### src/rtl/led_cmd_ctrl.sv
// led_cmd_ctrl: byte-command controller for an N-channel LED bank with blink/toggle modes and ack/error replies
module led_cmd_ctrl #(
  parameter int N_CH        = 8,
  parameter int CLK_FREQ    = 103_340_000,
  parameter int BLINK_HZ    = 2,
  parameter int ARG_TIMEOUT = 1_000_000
) (
  input  logic            clk,
  input  logic            reset_n,
  input  logic [7:0]      rx_data,
  input  logic            rx_valid,
  output logic            rx_ready,
  output logic [N_CH-1:0] led_out,
  output logic [N_CH-1:0] on_state,
  output logic [N_CH-1:0] blink_state,
  output logic [7:0]      ack_data,
  output logic            ack_valid,
  input  logic            ack_ready,
  output logic [7:0]      err_count
);
  localparam int HALF = CLK_FREQ / (2 * BLINK_HZ);
  localparam int BW   = HALF > 1 ? $clog2(HALF) : 1;
  localparam int TW   = $clog2(ARG_TIMEOUT + 1);
  typedef enum logic {IDLE, ARG} state_t;
  state_t          state, state_nx;
  logic            op_blink, op_blink_nx;
  logic [N_CH-1:0] on_nx, blink_nx, sel;
  logic [BW-1:0]   bcnt;
  logic [TW-1:0]   tcnt;
  logic            phase, accept, is_upper, is_lower, letter_ok, timeout, done, err, wrap;
  logic [7:0]      idx;
  assign rx_ready  = !ack_valid;
  assign accept    = rx_valid && rx_ready;
  assign is_upper  = rx_data >= 8'h41 && rx_data <= 8'h5A;
  assign is_lower  = rx_data >= 8'h61 && rx_data <= 8'h7A;
  assign idx       = rx_data - (is_upper ? 8'h41 : 8'h61);
  assign letter_ok = (is_upper || is_lower) && idx < 8'(N_CH);
  assign wrap      = bcnt == BW'(HALF - 1);
  // A pending ack freezes the timeout so it is reported only after the ack drains
  assign timeout   = state == ARG && !accept && !ack_valid && tcnt == TW'(ARG_TIMEOUT);
  always_comb begin
    led_out = '0;
    sel     = '0;
    for (int i = 0; i < N_CH; i++) begin
      led_out[i] = blink_state[i] ? on_state[i] & phase : on_state[i];
      sel[i]     = letter_ok && idx == 8'(i);
    end
  end
  always_comb begin
    state_nx    = state;
    op_blink_nx = op_blink;
    on_nx       = on_state;
    blink_nx    = blink_state;
    done        = 1'b0;
    err         = 1'b0;
    if (accept && state == IDLE) begin
      if (rx_data == 8'h21 || rx_data == 8'h2A) begin
        state_nx    = ARG;
        op_blink_nx = rx_data == 8'h2A;
      end else if (letter_ok) begin
        done     = 1'b1;
        on_nx    = is_upper ? on_state | sel : on_state & ~sel;
        blink_nx = blink_state & ~sel;
      end else if (rx_data == 8'h60 || rx_data == 8'h7E) begin
        done     = 1'b1;
        on_nx    = rx_data == 8'h7E ? '1 : '0;
        blink_nx = '0;
      end else
        err = 1'b1;
    end else if (accept) begin
      state_nx = IDLE;
      done     = letter_ok;
      err      = !letter_ok;
      on_nx    = !letter_ok ? on_state : op_blink ? on_state | sel : on_state ^ sel;
      blink_nx = letter_ok && op_blink ? blink_state | sel : blink_state;
    end else if (timeout) begin
      state_nx = IDLE;
      err      = 1'b1;
    end
  end
  always_ff @(posedge clk or negedge reset_n) begin
    if (!reset_n) begin
      state       <= IDLE;
      op_blink    <= 1'b0;
      on_state    <= '0;
      blink_state <= '0;
      bcnt        <= '0;
      phase       <= 1'b0;
      tcnt        <= '0;
      ack_valid   <= 1'b0;
      ack_data    <= 8'h00;
      err_count   <= 8'h00;
    end else begin
      state       <= state_nx;
      op_blink    <= op_blink_nx;
      on_state    <= on_nx;
      blink_state <= blink_nx;
      bcnt        <= wrap ? '0 : bcnt + 1'b1;
      phase       <= wrap ? ~phase : phase;
      tcnt        <= state == IDLE ? '0 : (!accept && !ack_valid && tcnt != TW'(ARG_TIMEOUT)) ? tcnt + 1'b1 : tcnt;
      ack_valid   <= done || err || (ack_valid && !ack_ready);
      ack_data    <= done ? 8'h2B : err ? 8'h3F : ack_data;
      err_count   <= err && err_count != 8'hFF ? err_count + 1'b1 : err_count;
    end
  end
endmodule

### config.mk
export PLATFORM = sky130hd
export DESIGN_NAME = led_cmd_ctrl
export DESIGN_NICKNAME = d
export VERILOG_FILES = /design/src/rtl/led_cmd_ctrl.sv
export SDC_FILE = /design/constraint.sdc
export NUM_CORES = 1
export LEC_CHECK = 0
export ABC_AREA = 1
export CORE_ASPECT_RATIO = 1.5
export CORE_MARGIN = 1.5
export CORE_UTILIZATION = 62
export DETAILED_ROUTE_END_ITERATION = 10
export PLACE_DENSITY = 0.92
export SKIP_LAST_GASP = 1
export SLEW_MARGIN = 25
export SYNTH_ARGS = -nofsm -noshare
export SYNTH_HDL_FRONTEND = slang
export SYNTH_SLANG_ARGS = --single-unit
### constraint.sdc
create_clock -name clk -period 3.3 [get_ports clk]
set_input_delay 0.66 -clock clk [delete_from_list [all_inputs] [get_ports clk]]
set_output_delay 0.66 -clock clk [all_outputs]
set_load 0.02 [all_outputs]
## Yosys cells after proc, flatten, opt, wreduce, memory -nomap -nowiden

Index checks and enable logic that the tools add are counted.

- Equal/unequal tests: 19
- $add $sub $neg: 4
- $lt $le $gt $ge: 5
- Bitwise logic cells: 16
- Multiplexer cells: 44
- Reductions and logical operators: 41

Operators with widths:

| cell | count |
|---|---|
| 2-to-1 mux 8 bit | 17 |
| 2-to-1 mux 20 bit | 2 |
| equality test 8 x 3 -> 1 bit, second input constant | 4 |
| adder 25 x 1 -> 25 bit, second input constant | 1 |
| equality test 25 bit, second input constant | 1 |
| 2-to-1 mux 25 bit | 1 |
| 2-to-1 mux 1 bit | 23 |
| logical AND 1 bit | 21 |
| adder 20 x 1 -> 20 bit, second input constant | 1 |
| equality test 20 bit, second input constant | 1 |
| inequality test 20 bit, second input constant | 1 |
| bitwise AND 8 bit | 2 |
| equality test 8 x 2 -> 1 bit, second input constant | 2 |
| equality test 8 x 6 -> 1 bit, second input constant | 2 |
| equality test 8 x 7 -> 1 bit, second input constant | 2 |
| greater-or-equal comparator 8 x 7 -> 1 bit, second input constant | 2 |
| <= comparator 8 x 7 -> 1 bit, second input constant | 2 |
| OR 8 bit | 2 |
| nonzero test 2 bit | 5 |
| adder 8 x 1 -> 8 bit, second input constant | 1 |
| bitwise AND 1 bit | 8 |
| equality test 8 x 1 -> 1 bit, second input constant | 1 |
| logical NOT 8 bit | 1 |
| less-than comparator 8 x 4 -> 1 bit, second input constant | 1 |
| other kinds (14) | 25 |

- Input port bits: 12
- Bits in registers: 81

## Longest topological paths before layout

Gate-level depths: netlist of run 1.

- Word-level depth: 13
- Gate-level depth with buffers: 18
- Mapped depth without buffers: 18

## Worst setup path after synthesis of run 1

OpenSTA, ideal clock, no wires.

- Path type: input port to flip-flop
- From: input rx_data[2]
- To: register with a tool-made name
- Path slack: 0.540 ns
- Library setup time: 0.116 ns
- Data arrival time: 2.644 ns
- Data required time: 3.184 ns
- Path buffers: 0
- Stages: 17
- Cell sequence: nor2_2 > nand2_4 > inv_2 > nand2_1 > nand2_1 > a21oi_1 > ha_1 > nand2_1 > nor2_2 > nand4_1 > nor2_1 > inv_1 > ha_1 > a211oi_1 > nor2_1 > nand2_1 > nand2_1

RTL lines:

| element | line | RTL |
|---|---|---|
| from (decl) | 10 | `input logic [7:0] rx_data,` |

==> results of run 1 <==
worst min path at each step:
stage	depth (start not counted)	from	end	slack, ns
final	1	reset_n	bcnt[12]	0.32
after global routing	1	reset_n	bcnt[18]	0.39
after CTS	1	reset_n	blink_state[3]	0.50
after detailed placement	2	tcnt[19]	tcnt[19]	0.51
after global placement	2	tcnt[19]	tcnt[19]	0.49
after floorplan	0	reset_n	asynchronous set/reset pin	0.36
area by class of cell:
cell class | count | area, µm² | area share (%)
Clock buffer | 9 | 225.2 | 3.692
Clock inverter | 7 | 83.83 | 1.374
Inverter | 102 | 382.9 | 6.276
Multi-Input combinational cell | 524 | 2731 | 44.77
Sequential cell | 75 | 1877 | 30.76
Tap cell | 105 | 131.4 | 2.153
Timing Repair Buffer | 72 | 669.4 | 10.97
report_power, final:
group / internal (W) / switching, W
sequential: 0.00102 / 0.0000954
clock: 0.000600 / 0.000440
combinational: 0.000342 / 0.000463
through the flow:
stage          setup WS, ns  utilization [%]  cells  cell area [µm²]    TNS (ns)
3_3_place_gp     -0.0001745            72.61    878             5778  -0.0001745
2_1_floorplan        0.5399                -    714             5064           0
5_1_grt          -0.0008720            76.67    894             6101  -0.0008720
4_1_cts              0.2485            76.49    894             6087           0
6_report             0.3081            76.67    894             6101           0
3_5_place_dp        -0.1039            72.61    878             5778      -1.022
cell usage after synthesis, types with 6 or more instances:
master      n
a21oi_1    20
buf_4       6
dfrtp_1    75
ha_1       13
inv_1      93
inv_2       8
nand2_1   174
nand2_2     9
nand3_1    52
nand3_2     7
nand3b_1    7
nand4_1    16
nor2_1    100
nor3_1     22
o211ai_1    7
o21ai_0    27
xor2_1     25
logic make-up (layout without fill, tap and decap cells):
| group | Yosys count | after routing |
|---|---|---|
| buffers and inverters | 115 | 190 |
| other | 1 | 2 |
| AND/OR/NAND/NOR | 410 | 410 |
| adder cells (fa/ha/maj) | 13 | 13 |
| flip-flops | 75 | 75 |
| AO/OA/AOI/OAI | 69 | 69 |
| XOR/XNOR | 30 | 30 |
routing by layer:
| layer | wire length, µm | GRT usage (%) | vias up |
|---|---|---|---|
| met2 | 6855 | 56.76 | 182 |
| li1 | - | - | 2412 |
| met3 | 587 | 3.280 | 56 |
| met5 | 0 | 0 | - |
| met4 | 535 | 18.64 | 0 |
| met1 | 5163 | 36.73 | 2324 |
==> impl_summary.txt, run 1 <==
----------------------------------------------------
[Status]
  Result of the run ... finished, final reports clean

[Timing]
  Hold Violations, Final ... 0
  Layout Skew ... 0.009844 ns
  Actual slew at the worst max-slew pin ... a little over 0.9 ns
  Final critical-path share of the clock period ... between 90 and 100%
  Max-slew violation count ... 0
  Relative slew slack ... 39.59%
  Max frequency ... ~330 MHz
  Final Hold Slack ... 0.3174 ns
  Setup repair after global routing missed its margin ... yes
  Final Critical Period ... ~3.0 ns
  Setup-violating endpoint count in the final report ... 0

[Critical path]
  Startpoint-to-endpoint class of the critical path ... primary input to register
  Required @ worst endpoint ... around 3.5 ns
  Worst setup EP type ... register
  Startpoint types ... primary input
  Maximum fanout encountered on the critical timing path ... 3
  Arr. time, crit path ... 3.23 ns
  Worst flop-to-flop path startpoint ... tcnt[0]
  Logic depth of the worst setup path including buffers ... 16
  Beginning of the critical path ... rx_data[1]
  Worst-case register-to-register setup slack ... 1.17 ns
  Largest delay share family, worst path ... simple AND/OR/NAND/NOR gates
  Slowest-stage cell, CP ... clkdlybuf4s50_1
  FF-to-FF path depth ... 11
  Most common cell type on the critical path ... nand2_1
  Cells along the critical path ... clkdlybuf4s50_1 > nand2_1 > nor3_2 > nand2_1 > a21oi_1 > ha_1 > nand2_1 > nor2_4 > nand4_1 > nor2_1 > inv_1 > ha_1 > a211oi_1 > nor2_1 > nand2_1 > nand2_1
  Slowest stage delay, CP ... 0.54 ns
  Count of buffering cells on the critical path with inverters included ... 2
  Worst R2R End ... tcnt[19]

[Route]
  Initial drt markers ... 336
  Drt first pass iters ... 7
  Total via count after detailed routing ... 4,974
  Detailed Route WL ... 13,140 µm
  DRC violations left ... 0
  Vias per cell ... around 5.6
  Average detailed-routed wire length per instance ... 14.70 µm
  Antenna Violating Nets Remaining ... 0

[Clocking]
  Clock transition at the registers of the reported paths ... approximately 0.06 ns
  Post-CTS Setup Repair Bufs ... 0
  Number of buffers on the longest clock path ... 2
  Level count of the clock H-tree ... 3
  Clk root buf ... clkbuf_16
  Clock Latency Late Sink ... 0.35 ns
  Count of instances resized after the clock tree is built ... 0
  Count of hold buffers inserted by post-cts repair ... 0
  TritonCTS clock tree ... yes
  CTS sink count ... 75
  Number of buffers added by the clock tree synthesis step ... 9

[Synthesis]
  Number of unique standard cell types used by synthesis ... 41
  Portion of synthesized cell area occupied by the leading cell type ... 37.09%
  Compound-gate portion of the synthesized area ... 7.962%
  Mapped Area ... 5060 µm²
  Share of synthesized area spent on multiplexers ... 0%
  Largest cells by area after synthesis ... dfrtp_1, nand2_1, nor2_1
  Library cell occupying the most area in the post-synthesis netlist ... dfrtp_1
  #FFs+latches synth ... 75
  Sequential fraction of the synthesis area ... 37.09%
  Simple-gate share of the synthesized area ... 37.27%
  Post-Synthesis Mean Instance Area ... 7.097 µm²
  Area share of xor/xnor cells in the synthesized design ... slightly above 5%
  Main synth FF type ... dfrtp_1
  Number of warning messages in the yosys log ... 0
  Count of flip-flops with a built-in enable after synthesis ... 0
  Async SR Flop Fraction ... 100.0%
  Post-synthesis instance total ... 713
  Largest family of logic cells by synthesized area ... simple AND/OR/NAND/NOR gates
  Area share of fa/ha/maj cells after synthesis ... under 10%

[Floorplanning]
  Core region area ... 7958 µm²
  Num ports ... 54
  Initial cell density of the core ... 63.58%
  Die extent in x ... 76.76 µm
  Row count ... 40
  Die Y ... 113.6 µm
  Die area ... 8723 µm²

[Final layout]
  Ant. Diodes ... 0
  Area growth from synthesis to final layout ... 20.57%
  Commonest non-fill, non-tap cells in the layout ... nand2_1, nor2_1, inv_1
  Most common cell after layout, fill and taps aside ... nand2_1
  Final-layout fill cell count ... between 500 and 600
  Number of nets at the end of the flow ... 809
  Layout cell share with drive strength beyond 1 ... 10.27%

[Global routing]
  Overall fraction of global-route tracks in use ... between 30% and 40%
  Global-route congestion overflow total ... 0
  Number of global-route vias before repair ... 4,867
  Maximum number of pins on one net before global-route repair ... 76
  First-pass GRT wire length ... 22,130 µm
  Antenna violations before repair ... 0

[Min path]
  Class of the most critical hold timing path ... primary input to asynchronous set/reset pin

[Pwr]
  Power per cell area ... between 400 and 500 nW/µm²
  Leakage ... 2.865 nW
  Pwr Total ... 0.002957 W
  Highest ir drop seen on vdd ... 0.4296 mV

[Placement]
  Port Buffers ... 51
  Final weighted congestion in routability-driven placement ... 0.9445
  DP HPWL ... roughly 9500 µm

[Flow run]
  Max-Cap Viols ... 0

----------------------------------------------------
Note: power is estimated with default switching activity, not from simulation.
==> run 2, diff against run 1 <==
- ABC_CLOCK_PERIOD_IN_PS: default -> 3300
==> results of run 2 <==
Final layout, timing and power as in run 1 (identical DEF).
